## src/rtl/miner_pkg.sv

```systemverilog
// -----------------------------------------------------------------------------
// miner_pkg
// Shared definitions for the miner's data-memory arbiter.
//   NUM_REQ          number of requesters sharing the memory port
//   REQ_HOST/ACC/CPU requester indices (host memory controller, accelerator, CPU)
//   arb_state_t      arbiter ownership state
//   rr_wrap()        modulo-NUM_REQ step used by the round-robin search
//   to_onehot()      requester index to one-hot vector
// -----------------------------------------------------------------------------
package miner_pkg;

    localparam int NUM_REQ = 3;

    typedef logic [1:0] req_idx_t;

    localparam req_idx_t REQ_HOST = 2'd0;
    localparam req_idx_t REQ_ACC  = 2'd1;
    localparam req_idx_t REQ_CPU  = 2'd2;

    typedef enum logic {
        IDLE  = 1'b0,
        OWNED = 1'b1
    } arb_state_t;

    // (base + step) mod NUM_REQ
    function automatic req_idx_t rr_wrap(input req_idx_t base, input int unsigned step);
        int unsigned s;
        s = (int'(unsigned'(base)) + step) % NUM_REQ;
        return req_idx_t'(s);
    endfunction

    function automatic logic [NUM_REQ-1:0] to_onehot(input req_idx_t idx);
        logic [NUM_REQ-1:0] oh;
        oh = '0;
        for (int i = 0; i < NUM_REQ; i++) begin
            if (idx == req_idx_t'(i)) oh[i] = 1'b1;
        end
        return oh;
    endfunction

endpackage

```

## src/rtl/mem_arbiter_rr_pick.sv

```systemverilog
// -----------------------------------------------------------------------------
// rr_pick
// Combinational 3-input round-robin selector. Searches last+1, last+2, last
// (mod 3) and picks the first requester with req set.
//   req   in  requester request vector
//   last  in  index of the most recently served requester
//   gnt   out one-hot pick (all zero when req is zero)
//   idx   out index of the pick (equals last when nothing is picked)
// With req[0] forced low the same search degenerates to a 2-way rotation
// between requesters 1 and 2.
// -----------------------------------------------------------------------------
module rr_pick
    import miner_pkg::*;
(
    input  logic [NUM_REQ-1:0] req,
    input  req_idx_t           last,
    output logic [NUM_REQ-1:0] gnt,
    output req_idx_t           idx
);

    logic     found;
    req_idx_t cand;

    // NOTE: every output of a combinational block gets a default before any
    // conditional assignment, otherwise synthesis infers a latch.
    always_comb begin
        gnt   = '0;
        idx   = last;
        found = 1'b0;
        cand  = last;
        for (int k = 1; k <= NUM_REQ; k++) begin
            cand = rr_wrap(last, k);
            if (!found && req[cand]) begin
                gnt[cand] = 1'b1;
                idx       = cand;
                found     = 1'b1;
            end
        end
    end

endmodule

```

## src/rtl/mem_arbiter.sv

```systemverilog
// -----------------------------------------------------------------------------
// mem_arbiter
// Shares the single-port data memory between the host memory controller (0),
// the accelerator (1) and the CPU (2). One access per cycle, read data one
// cycle later tagged by rvalid. A requester may lock ownership for bursts;
// ownership is released when lock drops, the owner stops requesting, or
// MAX_LOCK beats have been accepted.
//
// Parameters: DATA_WIDTH, ADDR_WIDTH, MAX_LOCK
// Ports:
//   clk, rst          clock, synchronous active-high reset
//   req/we/lock [3]   per-requester request, write enable, keep-ownership
//   addr, wdata       packed per-requester address / write data
//   gnt [3]           one-hot grant (combinational)
//   rvalid [3]        one-hot read-data valid (registered)
//   rdata             shared read data, qualified by rvalid, holds otherwise
//   busy              a lock owner exists
//   mem_*             memory port; mem_rdata valid the cycle after a read
//
// Build option: define MEM_ARB_HOST_PRIO_EN to give the host strict priority
// in IDLE; requesters 1 and 2 then rotate only while the host is quiet.
// -----------------------------------------------------------------------------
module mem_arbiter
    import miner_pkg::*;
#(
    parameter int DATA_WIDTH = 32,
    parameter int ADDR_WIDTH = 16,
    parameter int MAX_LOCK   = 16
) (
    input  logic                          clk,
    input  logic                          rst,
    input  logic [NUM_REQ-1:0]            req,
    input  logic [NUM_REQ-1:0]            we,
    input  logic [NUM_REQ-1:0]            lock,
    input  logic [NUM_REQ*ADDR_WIDTH-1:0] addr,
    input  logic [NUM_REQ*DATA_WIDTH-1:0] wdata,
    output logic [NUM_REQ-1:0]            gnt,
    output logic [NUM_REQ-1:0]            rvalid,
    output logic [DATA_WIDTH-1:0]         rdata,
    output logic                          busy,
    output logic                          mem_en,
    output logic                          mem_we,
    output logic [ADDR_WIDTH-1:0]         mem_addr,
    output logic [DATA_WIDTH-1:0]         mem_wdata,
    input  logic [DATA_WIDTH-1:0]         mem_rdata
);

    localparam int CNT_W = $clog2(MAX_LOCK + 1);
    localparam logic [CNT_W-1:0] CNT_MAX = CNT_W'(MAX_LOCK);

    // ------------------------------------------------------------------ state
    arb_state_t             state_q,    state_d;
    req_idx_t               owner_q,    owner_d;
    req_idx_t               rr_last_q,  rr_last_d;
    logic [CNT_W-1:0]       lock_cnt_q, lock_cnt_d;
    logic [NUM_REQ-1:0]     rvalid_q,   rvalid_d;
    logic [DATA_WIDTH-1:0]  rdata_q,    rdata_d;

    // ------------------------------------------------------------ arbitration
    logic [NUM_REQ-1:0] arb_gnt;
    req_idx_t           arb_idx;

`ifdef MEM_ARB_HOST_PRIO_EN
    // Host wins outright; the rotator only sees the accelerator and the CPU.
    logic [NUM_REQ-1:0] rr_gnt;
    req_idx_t           rr_idx;

    rr_pick u_rr_pick (
        .req  (req & 3'b110),
        .last (rr_last_q),
        .gnt  (rr_gnt),
        .idx  (rr_idx)
    );

    always_comb begin
        if (req[REQ_HOST]) begin
            arb_gnt = to_onehot(REQ_HOST);
            arb_idx = REQ_HOST;
        end else begin
            arb_gnt = rr_gnt;
            arb_idx = rr_idx;
        end
    end
`else
    rr_pick u_rr_pick (
        .req  (req),
        .last (rr_last_q),
        .gnt  (arb_gnt),
        .idx  (arb_idx)
    );
`endif

    // ------------------------------------------------- grant and memory mux
    req_idx_t              acc_idx;
    logic                  accept;
    logic                  we_sel;
    logic                  lock_sel;
    logic [ADDR_WIDTH-1:0] addr_sel;
    logic [DATA_WIDTH-1:0] wdata_sel;

    always_comb begin
        gnt     = '0;
        acc_idx = arb_idx;
        if (!rst) begin
            if (state_q == IDLE) begin
                gnt = arb_gnt;
            end else begin
                // Only the owner may be served while a lock is held.
                acc_idx = owner_q;
                gnt     = to_onehot(owner_q) & {NUM_REQ{req[owner_q]}};
            end
        end
    end

    assign accept = |(req & gnt);

    always_comb begin
        we_sel    = 1'b0;
        lock_sel  = 1'b0;
        addr_sel  = '0;
        wdata_sel = '0;
        for (int i = 0; i < NUM_REQ; i++) begin
            if (acc_idx == req_idx_t'(i)) begin
                we_sel    = we[i];
                lock_sel  = lock[i];
                addr_sel  = addr[i*ADDR_WIDTH +: ADDR_WIDTH];
                wdata_sel = wdata[i*DATA_WIDTH +: DATA_WIDTH];
            end
        end
    end

    assign mem_en    = accept;
    assign mem_we    = accept & we_sel;
    assign mem_addr  = addr_sel;
    assign mem_wdata = wdata_sel;

    // ---------------------------------------------------------- next state
    logic [CNT_W-1:0] cnt_inc;

    assign cnt_inc = (lock_cnt_q == CNT_MAX) ? lock_cnt_q : lock_cnt_q + 1'b1;

    always_comb begin
        state_d    = state_q;
        owner_d    = owner_q;
        lock_cnt_d = lock_cnt_q;
        rr_last_d  = rr_last_q;
        rvalid_d   = '0;
        // Capture the returning word so rdata keeps it after rvalid drops.
        rdata_d    = (|rvalid_q) ? mem_rdata : rdata_q;

        if (accept) begin
            rr_last_d = acc_idx;
            if (!we_sel) rvalid_d = to_onehot(acc_idx);
        end

        case (state_q)
            IDLE: begin
                // With MAX_LOCK of 1 the first beat already hits the limit,
                // so a lock never takes effect.
                if (accept && lock_sel && (MAX_LOCK > 1)) begin
                    state_d    = OWNED;
                    owner_d    = acc_idx;
                    lock_cnt_d = CNT_W'(1);
                end
            end
            OWNED: begin
                if (!req[owner_q]) begin
                    state_d = IDLE;
                end else if (accept) begin
                    lock_cnt_d = cnt_inc;
                    // Forced release at the hold limit regardless of lock.
                    if (!lock_sel || (cnt_inc == CNT_MAX)) state_d = IDLE;
                end
            end
            default: state_d = IDLE;
        endcase
    end

    // --------------------------------------------------------------- flops
    // NOTE: sequential state uses non-blocking assignments only, so every
    // flop samples the pre-edge value of every other flop.
    always_ff @(posedge clk) begin
        if (rst) begin
            state_q    <= IDLE;
            owner_q    <= REQ_HOST;
            rr_last_q  <= REQ_CPU;    // host gets first priority after reset
            lock_cnt_q <= '0;
            rvalid_q   <= '0;
            rdata_q    <= '0;
        end else begin
            state_q    <= state_d;
            owner_q    <= owner_d;
            rr_last_q  <= rr_last_d;
            lock_cnt_q <= lock_cnt_d;
            rvalid_q   <= rvalid_d;
            rdata_q    <= rdata_d;
        end
    end

    // ------------------------------------------------------------- outputs
    assign rvalid = rvalid_q;
    assign rdata  = (|rvalid_q) ? mem_rdata : rdata_q;
    assign busy   = (state_q == OWNED);

endmodule

```

## config.mk

```make
export PLATFORM = sky130hd
export DESIGN_NAME = mem_arbiter
export DESIGN_NICKNAME = d
export VERILOG_FILES = /design/src/rtl/miner_pkg.sv /design/src/rtl/mem_arbiter_rr_pick.sv /design/src/rtl/mem_arbiter.sv
export SDC_FILE = /design/constraint.sdc
export NUM_CORES = 1
export LEC_CHECK = 0
export ABC_CLOCK_PERIOD_IN_PS = 5800
export CAP_MARGIN = 20
export CORE_MARGIN = 4
export CORE_UTILIZATION = 35
export CTS_BUF_LIST = sky130_fd_sc_hd__clkbuf_4 sky130_fd_sc_hd__clkbuf_8
export CTS_CLUSTER_DIAMETER = 120
export DETAILED_ROUTE_END_ITERATION = 16
export PLACE_DENSITY = 0.84
export SYNTH_ARGS = -nofsm -noshare
export SYNTH_HDL_FRONTEND = slang
export SYNTH_SLANG_ARGS = --single-unit
```

## constraint.sdc

```tcl
create_clock -name clk -period 5.8 [get_ports clk]
set_input_delay 1.74 -clock clk [delete_from_list [all_inputs] [get_ports clk]]
set_output_delay 1.74 -clock clk [all_outputs]
set_load 0.005 [all_outputs]
```

==> results.cfg <==
[run_status]
status = completed

[critical_path]
endpoint_kind = primary output
crit_type = input pin to primary output
critical_path_required_ns = 4.06
arrival_ns = 3.82
crit_fanout = 10
startpoint_type = input pin

[yosys]
synth_area_sq_um = 3510
synth_seq_cells = 45
async_reset_ff_share_pct = 0
ys.flop_type = dfxtp_1
yosys_warnings = 0
synth_area_per_cell_sq_um = 7.95
synth.net_count = 634
synthCells = 441
seq_area_frac_synth_pct = 25.7
yosysUniqueCellTypes = 51
synth_edf_count = 0

[drt]
vias = 4468
wl_per_cell_um = 18.4
avgViaCountPerCell = 5.11
drc_errors = 0
drtIter0Drc = 188
finalWirelength_um = 16100
dr.pass1.iters = 5
antenna_left = 0

[sta]
finalCritPeriodShare_pct = 95.8
rsz0062_at_grt = no
hold_viol_final = 0
fin_ws_ns = 0.242
finalSetupViolations = 0
hold_ws_ns = 0.581
fmax_ghz = 0.180
relSlewSlack_pct = 58.6
skew_ns = 0.00802
report.final.slew_viol_count = 0
layout_min_cycle_time_ns = 5.56
worst_slew_pin_slew_ns = 0.604

[global_routing]
overflow = 0
antenna_found_initial = 2
grtUsageTotal_pct = 26.1
grt_pass1_vias = 4604
grt_max_degree = 40
grt_pass1_wl_um = 23900

[clock_network]
clock-sinks = 45
clock_latency_ns = 0.31
cts_tree = built
root_buffer = clkbuf_8
numCtsBuffers = 5
htreeDepth = 2
clock_path_buffers = 2
cts.clk_slew.worst_paths_ns = 0.09
hold_buffers = 0

[layout]
area_delta_synth_final_pct = 94.6
nets = 932
post-route-util_pct = 69.8
layout-drive-gt1-share_pct = 20.3
fin_cells = 875

[place]
gp_congestion = 0.931
dp_slack_ns = -0.365
dp_cells = 855
portBuffers = 275
dp_hpwl_um = 13200

[pwr]
vdd.ir_drop.worst_mv = 0.328
leakage_nw = 2.77
power.density_nw_per_um2 = 598

[floorplan]
die_x_um = 108
fp.dieH_um = 108
num_rows = 36
core_area_sq_um = 9770
design.die.area_sq_um = 11700
ios = 276
start_util_pct = 35.9

[hold_path]
hold_class = flip-flop to flip-flop

[job]
drv_cap = 0
==> final timing paths <==
kind / start / to / slack [ns] / cells after the start
worst max-delay path: rst / mem_addr[6] / 0.24 / 12
worst min-delay path: rr_last_q[0]$_SDFFE_PP0P_ / rr_last_q[0]$_SDFFE_PP0P_ / 0.58 / 2
worst max register to register: rr_last_q[0]$_SDFFE_PP0P_ / owner_q[0]$_SDFFE_PP0P_ / 2.48 / 14
worst min register to register: rr_last_q[0]$_SDFFE_PP0P_ / rr_last_q[0]$_SDFFE_PP0P_ / 0.58 / 2
==> timing repair <==
| item | CTS | global route |
|---|---|---|
| gates cloned | 2 | 1 |
| endpoints found under the setup margin | 51 | 51 |
| gates resized for setup | 130 | 58 |
| buffers inserted | 6 | 1 |
| pin swaps | 4 | 4 |
==> sequential cells by signal, summed over array words and instances (netlist names) <==
register and count:
busy 1, rr_last_q 2, rvalid 3, lock_cnt_q 5, rdata_q 32, owner_q 2
==> Yosys cell counts (2+ instances only) <==
library cell | count | area (sq um)
nor2_1 | 14 | 52.6
nor3_1 | 6 | 30.0
mux2i_1 | 54 | 541
dfxtp_1 | 45 | 901
o21ai_0 | 56 | 280
o32ai_1 | 2 | 17.5
inv_1 | 8 | 30.0
nor4_1 | 4 | 25.0
nand3_1 | 10 | 50.1
nand2_1 | 62 | 233
a41oi_1 | 2 | 17.5
mux2_2 | 33 | 372
a211oi_1 | 2 | 15.0
ha_1 | 6 | 75.1
nand2b_1 | 5 | 31.3
buf_4 | 2 | 15.0
nand3b_1 | 3 | 22.5
nor2_2 | 2 | 12.5
buf_2 | 11 | 55.1
and2_1 | 35 | 219
o21a_1 | 4 | 30.0
nor2b_1 | 10 | 62.6
clkbuf_1 | 19 | 71.3
xnor2_1 | 3 | 26.3
o31a_1 | 2 | 17.5
a21oi_1 | 10 | 50.1
o211ai_1 | 7 | 52.6
==> area by class of cell <==
type | instances | area (sq um)
diodes | 2 | 5.00
clock buffers | 5 | 68.8
clock inverters | 3 | 25.0
fillers | 792 | 2950
inverters | 8 | 30.0
multi-input cells | 355 | 2500
flip-flops and latches | 45 | 901
well taps | 133 | 166
repair buffers | 324 | 3130
==> routing by layer <==
layer,vias up,GRT usage [%],wire (um)
met5,-,0,0
li1,2158,-,-
met2,235,49.1,8330
met1,2049,28.8,5950
met3,26,6.03,1480
met4,0,8.48,364
==> worst max-delay path, cell delays in order <==
cell and delay, ns:
clkdlybuf4s50_1 0.51, nand2b_1 0.19, o21a_1 0.16, o211ai_1 0.11
and2_4 0.21, buf_12 0.14, nor2_4 0.09, buf_4 0.15
buf_12 0.13, nand2_1 0.05, o21ai_0 0.08, clkdlybuf4s15_1 0.25
==> per-stage QoR <==
| stage | total power [mW] | TNS [ns] | area, sq um |
|---|---|---|---|
| 2_1_floorplan | 1.96 | 0 | 3510 |
| 3_3_place_gp | 3.86 | -14.19 | 6710 |
| 3_5_place_dp | 3.92 | -14.27 | 6710 |
| 4_1_cts | 4.06 | -0.0404 | 6830 |
| 5_1_grt | 4.38 | 0 | 6820 |
| 6_report | 4.08 | 0 | 6820 |
==> cells by family after synthesis <==
kind of cell,count (synthesis),synth area share (%)
simple gates,157,22.5
flops,45,25.7
compound gates,101,17.6
fa+ha+maj,6,2.14
buf+inv,41,4.99
mux,87,26.0
xor+xnor,4,0.999
==> placed cells by master (no fill, tap or decap), types with 3 or more instances in the layout <==
cell               n
clkdlybuf4s50_1  221
nand2_1           62
mux2i_1           51
o21ai_0           49
dfxtp_1           45
and2_1            34
mux2_2            33
buf_4             33
clkbuf_2          20
buf_2             19
nor2_1            14
nor2b_1           10
nand3_1           10
buf_12            10
inv_1              8
a21oi_1            8
o211ai_1           7
ha_1               6
clkdlybuf4s15_1    6
nand2b_1           5
nor3_1             5
clkbuf_8           5
nor4_1             4
o21ai_1            4
o21a_1             3
nand3b_1           3
o21ai_2            3
xnor2_1            3
dlymetal6s2s_1     3
dlygate4sd2_1      3
clkdlybuf4s15_2    3
buf_6              3
==> power by group <==
part	internal [mW]	total (mW)	switching [mW]
registers	0.404	0.456	0.0523
logic	1.89	3.42	1.53
clock network	0.0871	0.205	0.118
Power figures use the tool's default switching activity.
